File: src/rtl/id_ex_stage.sv
// ============================================================================
// id_ex_stage: decode -> ALU pipeline register with a two-entry skid buffer.
// Optional writeback forwarding into held operands: define ID_EX_FWD_EN.
// Rev 1.0
// ============================================================================
`default_nettype none

module id_ex_stage #(
  parameter int imem_addr_width_p = 10,
  parameter int rf_addr_width_p   = 5,
  parameter int stall_cnt_width_p = 16
) (
  input  logic                         clk,
  input  logic                         n_reset,
  // upstream side
  input  logic                         valid_i,
  output logic                         ready_o,
  input  logic [15:0]                  instr_i,
  input  logic [31:0]                  rd_val_i,
  input  logic [31:0]                  rs_val_i,
  input  logic [rf_addr_width_p-1:0]   rd_addr_i,
  input  logic [rf_addr_width_p-1:0]   rs_addr_i,
  input  logic [imem_addr_width_p-1:0] pc_i,
  input  logic                         flush_i,
  // writeback snoop
  input  logic                         wb_we_i,
  input  logic [rf_addr_width_p-1:0]   wb_addr_i,
  input  logic [31:0]                  wb_data_i,
  // ALU side
  output logic                         valid_o,
  input  logic                         ready_i,
  output logic [15:0]                  instr_o,
  output logic [31:0]                  rd_val_o,
  output logic [31:0]                  rs_val_o,
  output logic [rf_addr_width_p-1:0]   rd_addr_o,
  output logic [imem_addr_width_p-1:0] pc_o,
  output logic [stall_cnt_width_p-1:0] stall_cnt_o
);

  localparam logic [1:0] ST_EMPTY = 2'd0;
  localparam logic [1:0] ST_ONE   = 2'd1;
  localparam logic [1:0] ST_FULL  = 2'd2;

  localparam logic [stall_cnt_width_p-1:0] CNT_ONE = {{(stall_cnt_width_p-1){1'b0}}, 1'b1};

  logic [1:0] state;
  logic [1:0] state_nxt;
  logic       in_fire;
  logic       out_fire;
  logic       load_m_in;
  logic       load_m_skid;
  logic       load_s;

  // main entry M
  logic [15:0]                  m_instr;
  logic [31:0]                  m_rd_val;
  logic [31:0]                  m_rs_val;
  logic [rf_addr_width_p-1:0]   m_rd_addr;
  logic [rf_addr_width_p-1:0]   m_rs_addr;
  logic [imem_addr_width_p-1:0] m_pc;

  // skid entry S
  logic [15:0]                  s_instr;
  logic [31:0]                  s_rd_val;
  logic [31:0]                  s_rs_val;
  logic [rf_addr_width_p-1:0]   s_rd_addr;
  logic [rf_addr_width_p-1:0]   s_rs_addr;
  logic [imem_addr_width_p-1:0] s_pc;

  // operand values after writeback forwarding (identity when disabled)
  logic [31:0] in_rd_val;
  logic [31:0] in_rs_val;
  logic [31:0] m_rd_cur;
  logic [31:0] m_rs_cur;
  logic [31:0] s_rd_cur;
  logic [31:0] s_rs_cur;

  logic [stall_cnt_width_p-1:0] stall_cnt;

  assign ready_o  = (state != ST_FULL);
  assign valid_o  = (state != ST_EMPTY);
  assign in_fire  = valid_i & ready_o;
  assign out_fire = valid_o & ready_i;

`ifdef ID_EX_FWD_EN
  logic wb_live;
  assign wb_live   = wb_we_i & (wb_addr_i != '0);
  assign in_rd_val = (wb_live && (wb_addr_i == rd_addr_i)) ? wb_data_i : rd_val_i;
  assign in_rs_val = (wb_live && (wb_addr_i == rs_addr_i)) ? wb_data_i : rs_val_i;
  assign m_rd_cur  = (wb_live && (wb_addr_i == m_rd_addr)) ? wb_data_i : m_rd_val;
  assign m_rs_cur  = (wb_live && (wb_addr_i == m_rs_addr)) ? wb_data_i : m_rs_val;
  assign s_rd_cur  = (wb_live && (wb_addr_i == s_rd_addr)) ? wb_data_i : s_rd_val;
  assign s_rs_cur  = (wb_live && (wb_addr_i == s_rs_addr)) ? wb_data_i : s_rs_val;
`else
  logic unused_fwd;
  assign in_rd_val  = rd_val_i;
  assign in_rs_val  = rs_val_i;
  assign m_rd_cur   = m_rd_val;
  assign m_rs_cur   = m_rs_val;
  assign s_rd_cur   = s_rd_val;
  assign s_rs_cur   = s_rs_val;
  assign unused_fwd = ^{wb_we_i, wb_addr_i, wb_data_i, m_rs_addr};
`endif

  // state register
  always_ff @(posedge clk or negedge n_reset) begin
    if (!n_reset) begin
      state <= ST_EMPTY;
    end else begin
      state <= state_nxt;
    end
  end

  // next-state logic; flush overrides every handshake
  always_comb begin
    state_nxt = state;
    if (flush_i) begin
      state_nxt = ST_EMPTY;
    end else begin
      case (state)
        ST_EMPTY: if (in_fire) state_nxt = ST_ONE;
        ST_ONE: begin
          if (in_fire && !out_fire)      state_nxt = ST_FULL;
          else if (!in_fire && out_fire) state_nxt = ST_EMPTY;
        end
        ST_FULL:  if (out_fire) state_nxt = ST_ONE;
        default:  state_nxt = ST_EMPTY;
      endcase
    end
  end

  // datapath load strobes
  always_comb begin
    load_m_in   = 1'b0;
    load_m_skid = 1'b0;
    load_s      = 1'b0;
    if (!flush_i) begin
      case (state)
        ST_EMPTY: load_m_in = in_fire;
        ST_ONE: begin
          load_m_in = in_fire & out_fire;
          load_s    = in_fire & ~out_fire;
        end
        ST_FULL:  load_m_skid = out_fire;
        default: ;
      endcase
    end
  end

  always_ff @(posedge clk or negedge n_reset) begin
    if (!n_reset) begin
      m_instr   <= '0;
      m_rd_val  <= '0;
      m_rs_val  <= '0;
      m_rd_addr <= '0;
      m_rs_addr <= '0;
      m_pc      <= '0;
    end else if (load_m_in) begin
      m_instr   <= instr_i;
      m_rd_val  <= in_rd_val;
      m_rs_val  <= in_rs_val;
      m_rd_addr <= rd_addr_i;
      m_rs_addr <= rs_addr_i;
      m_pc      <= pc_i;
    end else if (load_m_skid) begin
      m_instr   <= s_instr;
      m_rd_val  <= s_rd_cur;
      m_rs_val  <= s_rs_cur;
      m_rd_addr <= s_rd_addr;
      m_rs_addr <= s_rs_addr;
      m_pc      <= s_pc;
    end else if (valid_o) begin
      m_rd_val  <= m_rd_cur;
      m_rs_val  <= m_rs_cur;
    end
  end

  always_ff @(posedge clk or negedge n_reset) begin
    if (!n_reset) begin
      s_instr   <= '0;
      s_rd_val  <= '0;
      s_rs_val  <= '0;
      s_rd_addr <= '0;
      s_rs_addr <= '0;
      s_pc      <= '0;
    end else if (load_s) begin
      s_instr   <= instr_i;
      s_rd_val  <= in_rd_val;
      s_rs_val  <= in_rs_val;
      s_rd_addr <= rd_addr_i;
      s_rs_addr <= rs_addr_i;
      s_pc      <= pc_i;
    end else if (state == ST_FULL) begin
      s_rd_val  <= s_rd_cur;
      s_rs_val  <= s_rs_cur;
    end
  end

  // saturating stall counter; only reset clears it
  always_ff @(posedge clk or negedge n_reset) begin
    if (!n_reset) begin
      stall_cnt <= '0;
    end else if (valid_o && !ready_i && (stall_cnt != '1)) begin
      stall_cnt <= stall_cnt + CNT_ONE;
    end
  end

  assign instr_o     = m_instr;
  assign rd_val_o    = m_rd_val;
  assign rs_val_o    = m_rs_val;
  assign rd_addr_o   = m_rd_addr;
  assign pc_o        = m_pc;
  assign stall_cnt_o = stall_cnt;

endmodule

`default_nettype wire

File: config.mk
export PLATFORM = sky130hd
export DESIGN_NAME = id_ex_stage
export DESIGN_NICKNAME = d
export VERILOG_FILES = /design/src/rtl/id_ex_stage.sv
export SDC_FILE = /design/constraint.sdc
export NUM_CORES = 1
export LEC_CHECK = 0
export ABC_CLOCK_PERIOD_IN_PS = 2550
export BUFFER_PORTS_ARGS = -buffer_cell sky130_fd_sc_hd__buf_4
export CORE_UTILIZATION = 52
export DETAILED_ROUTE_END_ITERATION = 8
export GPL_ROUTABILITY_DRIVEN = 0
export HOLD_SLACK_MARGIN = 0.1
export MAX_ROUTING_LAYER = met4
export PLACE_DENSITY = 0.81
export REMOVE_ABC_BUFFERS = 1
export SLEW_MARGIN = 30
export SYNTH_ARGS = -nofsm -noshare
export SYNTH_HDL_FRONTEND = slang
export SYNTH_SLANG_ARGS = --single-unit
File: constraint.sdc
create_clock -name clk -period 2.55 [get_ports clk]
set_input_delay 0.1275 -clock clk [delete_from_list [all_inputs] [get_ports clk]]
set_output_delay 0.1275 -clock clk [all_outputs]
set_load 0.02 [all_outputs]
==> reports/results.txt <==
After detailed routing, the number of remaining DRC violations is 0. The part of the power in combinational logic is 22.3%. At the worst endpoint, the required time is 2.92 ns.

The logs give 0 for the number of antenna violations at the first check in global routing and 12,700 microns for the half-perimeter wire length after placement. The number of cell rows came out at 46. The die extent in x is 130 microns, and the worst hold slack after final layout is 0.156 ns. In this run, synthesis produced a sequential element count of 208. In this run, the number of DRC markers left after iteration 0 of detailed routing was 289.

256 I/O pins were placed. The final critical-path required period is 1.96 ns, and the worst relative slew slack is 58.6%. The top cell types in the final layout, fill and taps aside, are 218 x buf_4, 208 x dfrtp_1, 99 x dlygate4sd3_1. The path depth of the worst reg2reg path works out to 5.

Internal power comes to 7.06 mW. The final layout contains routed wiring with a total length of 21,300 microns. The number of instances in the synthesized netlist was 606. The number of different library cells used by synthesis comes to 36.

The flow ran to the end, and the final reports show no timing, DRC or antenna violations. The share of power burned in registers is 46.2%. At the placement stage, the worst setup path has a slack of 0.594 ns. The startpoint identified for the worst register-to-register timing path is state[1]. The clock passes through at most 3 buffers. The mean post-synth cell area was 14.1 sq um; the mean routed wirelength per cell was 18.6 microns. The core area is 0.0159 sq mm, and the slew of the pin with the lowest slew margin is 0.621 ns. The layer with the highest usage is met2. The worst hold path passes through 4 cells. Net switching is 27.6% of the power.

The share of the cycle needed by the critical path after routing was 76.9%; the power density over cell area was 808 mW/mm^2. Buffers placed on the I/O ports in this run total 212. Clock tree skew after final layout: 0.00775 ns. The startpoint of the worst hold path is valid_i.

Data on the critical path arrives at its endpoint at 2.33 ns. The tools report the instance count after placement with tap cells included as 1,006. The worst hold path terminates at state[0]. Of all flip-flops after synthesis, the portion carrying an async set or reset was 100%.

The first-pass GRT wire length was 33,200 microns. The endpoint identified for the worst register-to-register timing path is s_instr[4]. The number of antenna diodes in the final layout is 0. Adding up every negative setup slack in the final design gives 0 ns.

After synthesis, flip-flops and latches occupy 61.1% of the total area. The tools report the total net switching power as 2.69 mW. Cells with a size suffix above 1 make up 39.0% of the layout. The tools report the total count of hold-check failures in the final report as 0. VDD sags by at most 0.681 mV.

The setup slack of the most critical reg-to-reg path is 0.59 ns, and the post-cts gate resize count is 0. The most used flip-flop cell after synthesis is dfrtp_1. For the number of setup violations in the final report, the log shows 0. The run gives 1,057 as the final net count.

For the count of final max-slew check failures, the log shows 0. The max-cap violation count is 0. Post-CTS timing repair inserted 0 buffers for setup. Of all nets on the critical path, the largest fanout is 40. Once detail routing completed, the nets flagged for antenna violations numbered 0. Global routing used 45.1% of the available met2 tracks. The pre-antenna-repair detailed-routing pass consisted of 4 iterations. Fill cells in the final layout number 931. The sort of element at the start of the critical path is a register. Clock latency on the worst-skew pair, taken at its later pin, is 0.49 ns.

For this design, the sink count on the clock tree is 208. The initial standard-cell utilization of the core is 53.4%, and the via count is 6,414. The number of warnings issued by yosys is 0, and the static leakage is 6.25 nW. Path category of the worst min-delay check: in -> reg. Entering global routing, the biggest net connects 73 pins.

In this run the cell area of the synthesized design comes to 0.00852 sq mm. The number of H-tree levels is 1. Leaving out filler cells and counting taps, the final layout contains 1,142.

After clock tree synthesis, the flow added hold-fix buffers numbering 99. The tools report the number of global-route vias before repair as 6,805. In the routed layout, each cell is associated on average with a via count of 5.62.

The worst setup path is of the reg -> reg kind. From synthesis to final layout, the design area changed by 41.7%. In this run, the clock network consumes 31.6% of the power. Clock tree synthesis inserted a total of 22 buffers.

The final worst setup slack is 0.589 ns, and the number of enable-type register cells in the synthesized netlist is 0. Global routing consumed, over all layers together, 25.9% of the routing resources. The die extent in y is 130 microns.

The met1 demand-to-capacity share in global routing came out at 30.6%. The finished cells cover 0.0121 sq mm. The placed instances occupy a cell area of 0.0104 sq mm. The type of element capturing the critical path is a register.

Setup repair after global routing left no endpoint under its margin. The remaining global-route overflow was 0. The most frequent standard cell in the layout excluding fill and tap cells is buf_4. For this run, global-route usage on met3 was measured as 4.43%.

The cell sitting at the root of the clock tree is a clkbuf_16. TritonCTS built the clock tree. The die covers 0.0169 sq mm.

For this run, the top clock speed supported by timing is 510 MHz. The clock-pin slew on the worst setup and hold paths was 0.06 ns.
worst max path at each step:
| stage | from | end |
|---|---|---|
| 2_1_floorplan | state[0] | instr_o[0] |
| 3_3_place_gp | stall_cnt_o[0] | stall_cnt_o[1] |
| 3_5_place_dp | stall_cnt_o[0] | stall_cnt_o[1] |
| 4_1_cts | state[1] | s_instr[4] |
| 5_1_grt | stall_cnt_o[0] | stall_cnt_o[1] |
| 6_report | state[1] | s_instr[4] |
cells in the mapped netlist, drive strengths merged (4+ instances only):
master	instances	area, sq um
dfrtp	208	5200
nor2	8	30.0
nand3	5	25.0
buf	24	138
nand4	4	40.0
a22o	92	806
a21o	92	691
nor3	7	46.3
clkbuf	17	63.8
xor2	12	105
mux2	96	1080
nand2	10	37.5
mux2i	4	40.0
power by group through the flow:
stage / Sequential (mW) / Combinational, mW / Clock (mW)
floorplan: 4.80 / 0.790 / 0
global placement: 4.47 / 1.96 / 0
detailed placement: 4.53 / 2.04 / 0
CTS: 4.48 / 2.17 / 3.13
global route: 4.58 / 2.32 / 3.27
finish: 4.50 / 2.17 / 3.08
kinds of logic (layout without fill, tap and decap cells):
group / count (synthesis) / after routing / share of synthesized area, %
XOR/XNOR: 15 / 15 / 1.54
AO/OA/AOI/OAI: 192 / 192 / 18.4
buffers and inverters: 44 / 364 / 2.50
adder cells (fa/ha/maj): 1 / 1 / 0.147
multiplexers: 100 / 100 / 13.2
AND/OR/NAND/NOR: 46 / 46 / 3.11
flip-flops: 208 / 208 / 61.1
critical path, stage by stage, from the launching register on:
cell,delay [ns]
dfrtp_1,0.46
nand2b_1,0.22
nor2_1,0.09
nand2_4,0.36
buf_12,0.30
mux2_2,0.37
through the flow:
| stage | util (%) | power [mW] |
|---|---|---|
| after floorplan | - | 5.59 |
| after global placement | 65.1 | 6.43 |
| after detailed placement | 65.1 | 6.57 |
| after CTS | 75.7 | 9.78 |
| after global routing | 75.7 | 10.2 |
| final | 75.7 | 9.75 |
final cells by class:
class | instances | area [sq um] | share of cell area [%]
Inverter | 3 | 11.3 | 0.0933
Tap cell | 216 | 270 | 2.24
Sequential cell | 208 | 5200 | 43.1
Clock inverter | 5 | 50.0 | 0.415
Clock buffer | 32 | 649 | 5.38
Multi-Input combinational cell | 354 | 3120 | 25.9
Timing Repair Buffer | 324 | 2760 | 22.9
registers in the layout (all words and copies together) (netlist names):
name and count:
pc_o 10, s_rd_cur 32, s_rs_cur 32, rd_val_o 32
instr_o 16, rd_addr_o 5, s_instr 16, s_rd_addr 5
rs_val_o 32, state 2, s_pc 10, stall_cnt_o 16
routing by layer:
layer	share of wire, %	vias to the layer above	routed length (microns)
met5	0	-	0
met4	2.0	0	432
met3	5.6	43	1180
met2	52	209	11000
met1	41	3314	8690
li1	-	2848	-
(Power assumes the default switching activity.)
